File: src/rtl/memory_write_ctrl.sv
// Packet write controller: pulls free block addresses from an allocator and
// writes blocks to memory as a singly linked chain, with a packet summary.
package mem_pkg;
  localparam int BLOCK_BITS = 64;
  localparam int ADDR_W     = 10;
  localparam int LEN_W      = 8;

  typedef struct packed {
    logic [ADDR_W-1:0] next_idx;
    logic              eop;
    logic [14-ADDR_W:0] rsvd;
  } footer_t;
endpackage

module memory_write_ctrl
  import mem_pkg::*;
(
  input  logic                  clk,
  input  logic                  rst_n,
  input  logic                  in_valid_i,
  output logic                  in_ready_o,
  input  logic [BLOCK_BITS-1:0] in_data_i,
  input  logic                  in_last_i,
  output logic                  alloc_req_o,
  input  logic                  alloc_gnt_i,
  input  logic [ADDR_W-1:0]     alloc_addr_i,
  output logic                  mem_we_o,
  output logic [ADDR_W-1:0]     mem_waddr_o,
  output logic [BLOCK_BITS-1:0] mem_wdata_o,
  output logic                  pkt_valid_o,
  output logic [ADDR_W-1:0]     pkt_start_addr_o,
  output logic [LEN_W-1:0]      pkt_len_o
);

  localparam logic [LEN_W-1:0] LEN_MAX = {LEN_W{1'b1}};

  logic [ADDR_W-1:0] cur;
  logic [ADDR_W-1:0] nxt;
  logic              cur_v;
  logic              nxt_v;
  logic              in_pkt;
  logic [LEN_W-1:0]  cnt;
  logic [ADDR_W-1:0] start_r;

  logic              accept;
  logic              grant;
  footer_t           footer;
  logic [LEN_W-1:0]  cnt_next;
  logic [ADDR_W-1:0] start_next;

  // A block is only taken once its successor address is already in hand,
  // so the footer link is always known at write time.
  assign alloc_req_o = !cur_v | !nxt_v;
  assign in_ready_o  = cur_v & nxt_v;
  assign accept      = in_valid_i & in_ready_o;
  assign grant       = alloc_gnt_i & alloc_req_o;

  always_comb begin
    footer     = '0;
    cnt_next   = LEN_W'(1);
    start_next = cur;
    if (in_last_i) begin
      footer.eop = 1'b1;
    end else begin
      footer.next_idx = nxt;
    end
    if (in_pkt) begin
      start_next = start_r;
      cnt_next   = (cnt == LEN_MAX) ? cnt : cnt + LEN_W'(1);
    end
  end

  always_ff @(posedge clk or negedge rst_n) begin
    if (!rst_n) begin
      cur   <= '0;
      nxt   <= '0;
      cur_v <= 1'b0;
      nxt_v <= 1'b0;
    end else if (accept) begin
      // The prefetched address always becomes the next write target,
      // including across a packet boundary.
      cur   <= nxt;
      nxt_v <= grant;
      if (grant) begin
        nxt <= alloc_addr_i;
      end
    end else if (grant) begin
      if (!cur_v) begin
        cur   <= alloc_addr_i;
        cur_v <= 1'b1;
      end else begin
        nxt   <= alloc_addr_i;
        nxt_v <= 1'b1;
      end
    end
  end

  always_ff @(posedge clk or negedge rst_n) begin
    if (!rst_n) begin
      mem_we_o    <= 1'b0;
      mem_waddr_o <= '0;
      mem_wdata_o <= '0;
    end else begin
      mem_we_o <= accept;
      if (accept) begin
        mem_waddr_o <= cur;
        mem_wdata_o <= {in_data_i[BLOCK_BITS-1:16], footer};
      end
    end
  end

  always_ff @(posedge clk or negedge rst_n) begin
    if (!rst_n) begin
      in_pkt           <= 1'b0;
      cnt              <= '0;
      start_r          <= '0;
      pkt_valid_o      <= 1'b0;
      pkt_start_addr_o <= '0;
      pkt_len_o        <= '0;
    end else begin
      pkt_valid_o <= 1'b0;
      if (accept) begin
        cnt     <= cnt_next;
        start_r <= start_next;
        in_pkt  <= !in_last_i;
        if (in_last_i) begin
          pkt_valid_o      <= 1'b1;
          pkt_start_addr_o <= start_next;
          pkt_len_o        <= cnt_next;
        end
      end
    end
  end

endmodule

File: config.mk
export PLATFORM = sky130hd
export DESIGN_NAME = memory_write_ctrl
export DESIGN_NICKNAME = d
export VERILOG_FILES = /design/src/rtl/memory_write_ctrl.sv
export SDC_FILE = /design/constraint.sdc
export NUM_CORES = 1
export LEC_CHECK = 0
export BUFFER_PORTS_ARGS = -buffer_cell sky130_fd_sc_hd__buf_2
export CAP_MARGIN = 10
export CORE_MARGIN = 5
export CORE_UTILIZATION = 45
export DETAILED_ROUTE_END_ITERATION = 12
export PLACE_DENSITY = 0.85
export RECOVER_POWER = 100
export SYNTH_ARGS = -nofsm -noshare
export SYNTH_HDL_FRONTEND = slang
export SYNTH_SLANG_ARGS = --single-unit
File: constraint.sdc
create_clock -name clk -period 1.4 [get_ports clk]
set_input_delay 0.07 -clock clk [delete_from_list [all_inputs] [get_ports clk]]
set_output_delay 0.07 -clock clk [all_outputs]
set_load 0.01 [all_outputs]
Word-level counts from Yosys, hierarchy flattened

Index checks and enable logic that the tools add are counted.

Reduce and logical (&&, ||, !) cells: 10
Multiplexer cells: 16
Bitwise logic cells: 5
$add $sub $neg: 1
Equality and inequality tests: 2

Operators with widths:

| cell                                                            | number |
|---|---|
| 10-bit 2-to-1 mux                                               | 9 |
| 8-bit 2-to-1 mux                                                | 2 |
| 2-bit AND reduction                                             | 5 |
| 8-bit by 1-bit adder with 8-bit output, second input constant   | 1 |
| 8-bit == test, second input constant                            | 1 |
| 1-bit 2-to-1 mux                                                | 5 |
| 2-bit nonzero test                                              | 2 |
| 1-bit AND                                                       | 3 |
| 1-bit logical NOT                                               | 3 |
| 2-bit by 1-bit != test with 1-bit output, second input constant | 1 |
| 1-bit NOT                                                       | 1 |
| 1-bit bitwise OR                                                | 1 |

Flip-flop bits (word level): 130
Input port bits: 79

Logic depth before layout (Yosys ltp)

Gate-level depths: netlist (run 1).

Word-level depth: 5
Depth in mapped cells: 8
Mapped depth without buffers: 7

Least setup slack after synthesis (run 1)

No wires, ideal clock.

Path type: reg2reg
Start: register cnt[1]
End: register cnt[0]
Data arrival time: 1.301 ns
Clock period less this slack: 1.437 ns
Setup slack: -0.037 ns
Data required time: 1.264 ns
Stages on the path, launching flop included: 6
Path buffers: 0
Cells stage by stage: dfrtp_1 -> ha_1 -> nand4_2 -> or2_1 -> o21ai_0 -> a21oi_1

Longest elaborated chain between the ends: 3

Ends and longest elaborated chain:

| item                     | line | source |
|---|---|---|
| start: declaration       | 42   | `logic [LEN_W-1:0] cnt;` |
| start signal: assignment | 123  | `cnt <= cnt_next;` |
| 8-bit == test            | 69   | `cnt_next = (cnt == LEN_MAX) ? cnt : cnt + LEN_W'(1);` |
| 8-bit 2-to-1 mux         | 69   |  |
| 8-bit 2-to-1 mux         | 67   | `if (in_pkt) begin` |

No other way between the ends.
A chain may end at the register's enable or synchronous reset.

Worst setup path in the final report (run 1)

Start: register nxt_v
End: register start_r[8]

Longest elaborated chain between the ends: 2

Ends and longest elaborated chain:

| item                     | line | source |
|---|---|---|
| start: declaration       | 40   | `logic nxt_v;` |
| start signal: assignment | 83   | `nxt_v <= grant;` |
| 1-bit AND                | 54   | `assign in_ready_o = cur_v & nxt_v;` |
| 1-bit AND                | 55   | `assign accept = in_valid_i & in_ready_o;` |
| end signal: assignment   | 124  | `start_r <= start_next;` |
| end: declaration         | 43   | `logic [ADDR_W-1:0] start_r;` |

No other way between the ends.

==> results.sh, run 1 <==
export IMPL_status="finished, final reports clean"
export IMPL_grt_setup_unrepaired="yes"
export IMPL_initial_core_util_pct=45.4
export IMPL_viasPerCell=5.07
export IMPL_ys_flop_type="dfrtp_1"
export IMPL_pwr_share_comb_pct=24.7
export IMPL_die_x_um=120
export IMPL_dpl_cell_count=834
export IMPL_cts_tree="built"
export IMPL_yosys_cell_count_top_type="nand2_1"
export IMPL_slew_headroom_pct=57.3
export IMPL_crit_slowest_cell="dfrtp_1"
export IMPL_pwr_share_clk_pct=35.1
export IMPL_yosys_warnings=0
export IMPL_final_nets=850
export IMPL_synthTopCellsByArea="dfrtp_1 (60%), nand2_1 (15%), mux2i_1 (3.7%), mux2_4 (2.8%), buf_2 (2.2%)"
export IMPL_coreArea_um2=11900
export IMPL_critical_path_top_delay_family="flip-flops"
export IMPL_dp_hpwl_um=9320
export IMPL_hold_viol_final=0
export IMPL_wl_per_cell_um=16.8
export IMPL_n_fill_cell=912
export IMPL_ys_ff_latch=130
export IMPL_fin_util_pct=64.8
export IMPL_h_tree_depth=4
export IMPL_grt_pass1_wl_um=24800
export IMPL_path_buf_inv=3
export IMPL_finalInstanceArea_um2=7720
export IMPL_use_met1_pct=25.9
export IMPL_fin_skew_ps=5.83
export IMPL_cellLeakagePower_uw=0.00388
export IMPL_cp_arrival_ps=1690
export IMPL_cp_end_kind="register"
export IMPL_min_from="in_last_i"
export IMPL_drt_initial_drc_count=344
export IMPL_clk_latency_ps=420
export IMPL_fin_crit_ps=1390
export IMPL_area_growth_pct=42.9
export IMPL_setup_viol=0
export IMPL_clock_sinks=130
export IMPL_grt_overflow_total=0
export IMPL_gp_congestion=0.848
export IMPL_p_per_area_nw_per_um2=1820
export IMPL_drt_wl_total_um=15600
export IMPL_vias=4717
export IMPL_ctsLongestPathBuffers=2
export IMPL_grt_max_degree=52
export IMPL_cp_cell_sequence="nand2_1, clkinv_4, nand2_2, inv_4, nand2b_4, clkbuf_16, mux2_4"
export IMPL_top_usage_layer="met2"
export IMPL_drv_cap=0
export IMPL_fmax_ghz=0.720
export IMPL_synth_compound_area_share_pct=5.86
export IMPL_cp_max_fo=5
export IMPL_synth_cells=538
export IMPL_syn_area_um2=5410
export IMPL_critPathLaunchType="register"
export IMPL_met2_usage_pct=35.8
export IMPL_critPathRequiredTime_ps=1700
export IMPL_row_count=40
export IMPL_synth_top_family_by_area="simple AND/OR/NAND/NOR gates"
export IMPL_hp_class="primary input to register"
export IMPL_synth_edf_count=0
export IMPL_dpl_instance_area_um2=6510
export IMPL_synth_distinct_cells=42
export IMPL_stdcell_count=931
export IMPL_synthMuxAreaShare_pct=8.56
export IMPL_antenna_found_initial=1
export IMPL_tightest_slew_ps=640
export IMPL_die_area_um2=14300
export IMPL_ys_seq_area_share_pct=60.2
export IMPL_gr_usage_met3_pct=6.27
export IMPL_drive_gt1_share_pct=21.2
export IMPL_antenna_left=0
export IMPL_power_internal_uw=9700
export IMPL_port_buffers=153
export IMPL_synth_top_area_share_pct=60.2
export IMPL_yosys_area_share_simple_pct=21.0
export IMPL_chipHeight_um=120
export IMPL_crit_type="register to register"
export IMPL_root_buffer="clkbuf_16"
export IMPL_grt_usage_pct=22.1
export IMPL_route_detailed_drc=0
export IMPL_synth_fa_ha_area_share_pct=0.231
export IMPL_finalCritPeriodShare_pct=99.3
export IMPL_vdd_drop_max_v=0.000919
export IMPL_clk_pin_slew_ps=60
export IMPL_synth_top_area_cell="dfrtp_1"
export IMPL_power_frac_seq_pct=40.2
export IMPL_first_pass_iters=5
export IMPL_grt_pass1_vias=4957
export IMPL_synth_xor_area_share_pct=0.162
export IMPL_slowest_delay_ps=380
export IMPL_worstReg2RegStart="nxt_v"
export IMPL_maxSlewViolCount=0
export IMPL_crit_start="nxt_v"
export IMPL_ios=175
export IMPL_switching_share_pct=30.9
export IMPL_async_flop_share_pct=100
export IMPL_cts_made_buffers=17
export IMPL_yosys_top_cells_count="nand2_1 (214), dfrtp_1 (130), buf_2 (24)"
export IMPL_synth_area_per_cell_um2=10.0
export IMPL_power_switching_uw=4330
## worst register-to-register path: stages (launching register included)
cell and delay [ps]:
dfrtp_1 380, nand2_1 140, clkinv_4 60, nand2_2 100
inv_4 50, nand2b_4 90, clkbuf_16 150, mux2_4 300
## stage by stage
stage	hold WS (ps)	TNS [ps]	power [µW]	setup slack, ps
3_5_place_dp	-17.8	-43.2	8970	-43.2
3_3_place_gp	-16.4	0	8790	39.6
6_report	64.6	0	14000	10.2
2_1_floorplan	-226	0	7410	2.77
5_1_grt	61.4	-3880	14800	-76.3
4_1_cts	77.8	0	14100	16.1
## sequential cells by signal, indices dropped and copies added, names as in the netlist
signal and cells:
cnt 8, cur 10, cur_v 1, in_pkt 1, mem_waddr_o 10, mem_wdata_o 59, mem_we_o 1, nxt 10
nxt_v 1, pkt_len_o 8, pkt_start_addr_o 10, pkt_valid_o 1, start_r 10
## metal layers
metal / vias up / wire length, µm
li1: 2209 / -
met1: 2244 / 6080
met2: 203 / 7880
met3: 61 / 841
met4: 0 / 791
met5: - / 0
## power by group through the flow
| stage | Sequential (µW) | Combinational, µW | Clock [µW] |
|---|---|---|---|
| after CTS | 5580 | 3580 | 4970 |
| after detailed placement | 5600 | 3370 | 0 |
| after global routing | 5770 | 3820 | 5180 |
| after floorplan | 5770 | 1630 | 0 |
| after global placement | 5540 | 3250 | 0 |
| final | 5640 | 3470 | 4920 |
## layout by cell type (no fill, tap or decap), types with 2 or more instances in the layout
cell	n
bufinv_16	5
nor2_4	2
nand3_1	3
conb_1	5
clkbuf_4	3
a31oi_1	3
clkbuf_8	4
and3_1	3
o21ai_1	5
nand3b_1	12
nor2_1	19
mux2i_1	20
a21oi_1	21
a22o_1	2
dfrtp_2	2
clkbuf_1	92
dlygate4sd3_1	60
clkbuf_16	18
buf_6	3
o211ai_1	2
mux2_2	10
clkbuf_2	2
buf_12	5
inv_1	2
nand4_1	3
buf_2	63
clkinv_2	4
nand3_2	3
o21ai_0	12
mux2_4	10
dfrtp_1	128
buf_4	15
nand2_1	215
## repair_timing
action,in CTS,in global routing
pin swaps,2,8
hold endpoints to repair,197,0
setup buffers,1,1
gates resized for setup,4,24
cloned,0,2
endpoints found under the setup margin,7,24
hold buffers,60,0
## kinds of logic after synthesis
logic type | count (synthesis)
simple gates | 270
other cells | 1
buf+inv | 40
fa+ha+maj | 1
compound gates | 55
xor+xnor | 1
flops | 130
mux | 40
## path summary, 6_finish.rpt
kind,end,slack [ps],cells past startpoint
worst min register to register,mem_wdata_o[11],470,2
worst min-delay path,mem_wdata_o[13],60,3
worst max-delay path,start_r[8],10,7
min in group asynchronous,nxt[1],150,2
max in group asynchronous,cnt[3],180,3
worst max register to register,start_r[8],10,7
## area by class of cell
type                            count  area (µm²)  share of cell area [%]
Clock buffer                       22         484                    6.27
Sequential cell                   130        3260                    42.2
Tap cell                          147         184                    2.38
Timing Repair Buffer              243        1560                    20.2
Antenna cell                        1        2.50                  0.0324
Inverter                            5        26.3                   0.340
Multi-Input combinational cell    373        2030                    26.3
Clock inverter                     10         178                    2.30
Note: power is estimated with default switching activity, not from simulation.
==> run 2, diff against run 1 <==
ABC_AREA = 1   (was unset)
==> results.sh, run 2 <==
export IMPL_fmax_ghz=0.738
export IMPL_fin_crit_ps=1360
export IMPL_crit_type="register to register"
export IMPL_cp_max_fo=4
export IMPL_ys_ff_latch=130
export IMPL_dpl_worst_slack_ps=44.0
export IMPL_cp_end_kind="register"
export IMPL_critPathLaunchType="register"
export IMPL_hp_class="primary input to register"
export IMPL_die_area_um2=14200
export IMPL_die_x_um=119
export IMPL_tightest_slew_ps=1050
export IMPL_synth_top_area_share_pct=60.6
export IMPL_synth_top_area_cell="dfrtp_1"
export IMPL_clk_pin_slew_ps=60
export IMPL_worstReg2RegStart="cnt[1]"
export IMPL_h_tree_depth=4
export IMPL_ctsLongestPathBuffers=2
export IMPL_syn_area_um2=5370
export IMPL_rrSetupSlack_ps=40
export IMPL_diodes=0
export IMPL_drv_cap=0
export IMPL_drt_wl_total_um=14700
export IMPL_power_uw=16100
export IMPL_synth_distinct_cells=24
export IMPL_area_growth_pct=38.7
export IMPL_port_buffers=153
export IMPL_clock_sinks=130
export IMPL_min_path_cells=2
export IMPL_ys_flop_type="dfrtp_1"
export IMPL_coreArea_um2=11900
export IMPL_slew_headroom_pct=29.8
export IMPL_vias=4783
export IMPL_synth_cells=597
export IMPL_first_pass_iters=6
export IMPL_cellLeakagePower_uw=0.00379
export IMPL_viasPerCell=4.91
export IMPL_row_count=40
export IMPL_synth_area_per_cell_um2=9.00
export IMPL_grt_pass1_wl_um=23900
export IMPL_yosys_cell_count_top_type="nand2_1"
export IMPL_clk_latency_ps=410
export IMPL_fin_skew_ps=9.72
export IMPL_vdd_drop_max_v=0.00144
export IMPL_async_flop_share_pct=100
export IMPL_gp_congestion=0.821
export IMPL_ios=175
export IMPL_status="finished, final reports clean"
export IMPL_p_per_area_nw_per_um2=2160
export IMPL_route_detailed_drc=0
export IMPL_synthTopCellsByArea="dfrtp_1 (61%), nand2_1 (21%), o21ai_0 (2.9%), o221ai_2 (2.8%), inv_1 (2.2%)"
export IMPL_finalSetupTns_ps=0
export IMPL_largest_register_ffs=59
export IMPL_setup_viol=0
export IMPL_initial_core_util_pct=45.3
export IMPL_cts_tree="built"
export IMPL_yosys_top_cells_count="nand2_1 (301), dfrtp_1 (130), inv_1 (31), o21ai_0 (31)"
export IMPL_antenna_left=0
export IMPL_final_nets=895
export IMPL_crit_start="cnt[1]"
export IMPL_fin_ws_ps=44.4
export IMPL_wl_per_cell_um=15.0
export IMPL_synth_edf_count=0
export IMPL_root_buffer="clkbuf_16"
export IMPL_cp_arrival_ps=1640
export IMPL_r2r_cells=7
export IMPL_regMostFlops="mem_wdata_o"
export IMPL_grt_max_degree=71
export IMPL_grt_overflow_total=0
export IMPL_critPathRequiredTime_ps=1690
export IMPL_finalCritPeriodShare_pct=96.8
export IMPL_drt_initial_drc_count=326
export IMPL_yosys_warnings=0
export IMPL_grt_usage_pct=21.1
export IMPL_chipHeight_um=119
export IMPL_drive_gt1_share_pct=16.3
export IMPL_layout_common_cells="nand2_1 (299), dfrtp_1 (130), clkbuf_1 (90)"
export IMPL_mostFrequentLayoutCell="nand2_1"
export IMPL_ys_seq_area_share_pct=60.6
export IMPL_antenna_found_initial=0
export IMPL_r2r_end="cnt[1]"
export IMPL_grt_setup_unrepaired="yes"
export IMPL_cts_made_buffers=17
export IMPL_grt_pass1_vias=4942
export IMPL_dp_hpwl_um=8800
export IMPL_endpoint="cnt[1]"
export IMPL_maxSlewViolCount=0
export IMPL_hold_viol_final=0
## run 2: cell count changes after synthesis, sizes merged, moves of 10 or more
cell,before,now
nand2,217,306
o21ai,18,50
inv,4,33
a21oi,22,2
mux2,20,0
mux2i,20,0
nand3,6,19
nor2,21,8
nand3b,12,1
o221ai,0,10
## run 2: cell type report
class                      instances  area (µm²)
fill                             985        4420
sequential                       130        3250
multi-input combinational        403        1790
timing repair buffer             229        1440
clock buffer                      19         443
clock inverter                    13         196
tap                              147         184
inverter                          34         135
## run 2: how the worst min path moves through the flow
stage,startpoint,endpoint,slack (ps)
global route,in_last_i,mem_wdata_o[15],50
CTS,in_last_i,mem_wdata_o[9],30
global placement,rst_n,pkt_len_o[7],7
detailed placement,rst_n,pkt_len_o[7],10
finish,in_last_i,mem_wdata_o[8],50
floorplan,rst_n,cnt[0],-230
## run 2: per-layer routing
layer	routed length [µm]	GRT usage [%]	up-vias	part of all wire [%]
met5	0	0	-	0
met4	460	9.56	0	3.1
met3	819	5.75	44	5.6
met2	7450	35.4	185	51
met1	5930	25.3	2260	40
li1	-	-	2294	-
## run 2: cells by family after synthesis
group	Yosys count	synth area share (%)
adders and majority gates	1	0.233
DFF	130	60.6
buffers and inverters	68	6.87
and+or+nand+nor	335	24.6
other	1	0.0698
AOI/OAI and AO/OA	62	7.64
## run 2: where the power goes
group          switching [µW]  total [µW]  internal [µW]
Clock                    1730        4800           3070
Combinational            3310        5130           1820
Sequential                862        6180           5320
Total                    5910       16100          10200
## run 2: critical path, stage by stage (launching register included)
cell and delay, ps:
dfrtp_1 350, ha_2 200, nand2_2 90, nor2_4 190, buf_4 150, nand3b_1 90, nand3_2 100, o21ai_1 60
## run 2: what timing repair did
action                                 4_1_cts  5_1_grt
endpoints found under the hold margin      198        0
hold buffers                                60        0
setup buffers                                0        1
setup endpoints to repair                    0       52
gates resized for setup                      0        8
## run 2: stage by stage
| step | cell area [µm²] | cells | hold slack, ps | util (%) |
|---|---|---|---|---|
| final | 7450 | 975 | 45.7 | 62.8 |
| after global routing | 7450 | 975 | 48.1 | 62.8 |
| after CTS | 7550 | 974 | 31.1 | 63.7 |
| after detailed placement | 6310 | 882 | 10.4 | 53.2 |
| after global placement | 6310 | 882 | 7.38 | 53.2 |
| after floorplan | 5390 | 601 | -226 | - |
==> run 3, diff against run 2 <==
BUFFER_PORTS_ARGS = unset   (was -buffer_cell sky130_fd_sc_hd__buf_2)
CORE_UTILIZATION = 55   (was 45)
DONT_BUFFER_PORTS = 1   (was unset)
PLACE_DENSITY = 0.83   (was 0.85)
==> results.sh, run 3 (synthesized netlist as in run 2, its figures left out) <==
export IMPL_maxSlewViolCount=0
export IMPL_crit_type="register to register"
export IMPL_clk_latency_ps=510
export IMPL_finalSetupTns_ps=-1.61
export IMPL_area_growth_pct=25.0
export IMPL_finalCritPeriodShare_pct=100
export IMPL_cp_cell_sequence="buf_4, buf_4, nand2_2, nor2_4, nand2_1, nand2_1, nand3_2, nand3_1, nand2_1"
export IMPL_drt_wl_total_um=13300
export IMPL_rrSetupSlack_ps=-2
export IMPL_regMostFlops="mem_wdata_o"
export IMPL_drv_cap=0
export IMPL_hp_class="primary input to async pin"
export IMPL_worst_path_most_repeated_cell="nand2_1"
export IMPL_cp_max_fo=4
export IMPL_critPathRequiredTime_ps=1800
export IMPL_initial_core_util_pct=55.7
export IMPL_cp_arrival_ps=1800
export IMPL_r2r_cells=9
export IMPL_antenna_left=0
export IMPL_fin_crit_ps=1400
export IMPL_dr_wl_met2_um=7060
export IMPL_slowest_delay_ps=390
export IMPL_grt_usage_pct=23.0
export IMPL_hold_viol_final=130
export IMPL_clk_pin_slew_ps=60
export IMPL_cts_tree="built"
export IMPL_coreArea_um2=9640
export IMPL_holdWs_ps=-750
export IMPL_critPathLaunchType="register"
export IMPL_h_tree_depth=4
export IMPL_route_detailed_drc=0
export IMPL_die_area_um2=11800
export IMPL_first_pass_iters=5
export IMPL_dpl_instance_area_um2=5470
export IMPL_worstReg2RegStart="cnt[1]"
export IMPL_row_count=36
export IMPL_clock_sinks=130
export IMPL_tightest_slew_ps=519
export IMPL_cts_made_buffers=17
export IMPL_vias=4229
export IMPL_ios=175
export IMPL_vdd_drop_max_v=0.00122
export IMPL_cellLeakagePower_uw=0.00341
export IMPL_fin_skew_ps=6.89
export IMPL_failed_checks="hold timing, setup timing"
export IMPL_antenna_found_initial=0
export IMPL_setup_viol=1
export IMPL_gp_congestion=0.824
export IMPL_r2r_end="cnt[7]"
export IMPL_cts_hold_repair_buffers=61
export IMPL_grt_setup_unrepaired="yes"
export IMPL_critical_path_top_delay_family="simple AND/OR/NAND/NOR gates"
export IMPL_dp_hpwl_um=8250
export IMPL_p_per_area_nw_per_um2=2200
export IMPL_finalInstanceArea_um2=6710
export IMPL_fin_ws_ps=-1.61
export IMPL_largest_register_ffs=59
export IMPL_grt_pass1_wl_um=21000
export IMPL_status="finished with violations"
export IMPL_route_top_layer_used="met4"
export IMPL_crit_slowest_cell="dfrtp_1"
export IMPL_viasPerCell=5.22
export IMPL_cp_end_kind="register"
export IMPL_root_buffer="clkbuf_8"
export IMPL_wl_per_cell_um=16.4
export IMPL_drive_gt1_share_pct=10.5
export IMPL_fmax_ghz=0.713
export IMPL_path_buf_inv=2
export IMPL_grt_overflow_total=0
export IMPL_ctsLongestPathBuffers=2
export IMPL_die_x_um=109
export IMPL_slew_headroom_pct=65.3
export IMPL_chipHeight_um=109
export IMPL_grt_max_degree=131
export IMPL_port_buffers=0
export IMPL_wl_met3_um=896
export IMPL_mostFrequentLayoutCell="nand2_1"
export IMPL_grt_pass1_vias=4250
export IMPL_drt_initial_drc_count=425
export IMPL_final_nets=744
export IMPL_met1_length_um=5040
export IMPL_layout_common_cells="nand2_1 (297), dfrtp_1 (130), dlygate4sd3_1 (61)"
## run 3: changes by cell type in the layout (fill, tap and decap cells not counted), moves of 3 or more
cell	change
o221ai_1	+5
o221ai_2	-5
o21ai_1	-6
clkbuf_1	-87
clkbuf_8	+3
buf_2	-63
inv_6	-6
clkinv_2	+4
o21ai_0	+5
## run 3: how the worst max path moves through the flow
stage / from / to / slack, ps / depth (start not counted)
global route: cnt[1] / cnt[7] / -90 / 9
finish: cnt[1] / cnt[7] / -2 / 9
floorplan: cnt[1] / cnt[0] / 140 / 8
CTS: cnt[1] / cnt[0] / 20 / 8
detailed placement: cnt[0] / cnt[0] / -9 / 8
global placement: cnt[0] / cnt[0] / 100 / 8
## run 3: layout make-up
cell class	instances	area [µm²]
clock inverters	10	133
inverters	34	135
diodes	1	2.50
well taps	133	166
clock buffers	21	459
multi-input cells	403	1790
fillers	697	2930
flip-flops and latches	130	3250
repair buffers	78	773
## run 3: power breakdown
group	total (µW)	internal (µW)	leakage, µW	switching, µW
Combinational	3430	1310	0.00147	2110
Clock	4360	2830	0.000286	1530
Sequential	7000	5320	0.00166	1670
## run 3: worst reg2reg max path, delay by kind of cell (launching register included)
family	cells	cell delay [ps]
buffers and inverters	2	260
flip-flops	1	390
AND/OR/NAND/NOR	7	650
## run 3: metrics by stage
stage	total power (µW)	hold slack, ps	std cells	util, %	worst slack (ps)
3_5_place_dp	10200	-224	714	56.7	-9.41
3_3_place_gp	9970	-223	714	56.7	98.4
4_1_cts	14900	-775	809	69.5	15.1
5_1_grt	15700	-777	809	69.6	-88.1
2_1_floorplan	9200	-226	601	-	142
6_report	14800	-750	810	69.6	-1.61
## run 3: repair_timing
action / CTS / global route
endpoints found under the hold margin: 255 / 130
setup buffers: 3 / 0
pin swaps: 1 / 2
setup endpoints to repair: 3 / 54
gates cloned: 0 / 0
resized for setup: 3 / 16
## run 3: routing by layer
metal	global-route usage (%)	vias up
li1	-	1991
met1	26.9	2020
met2	39.3	183
met3	6.69	35
met4	10.2	0
met5	0	-
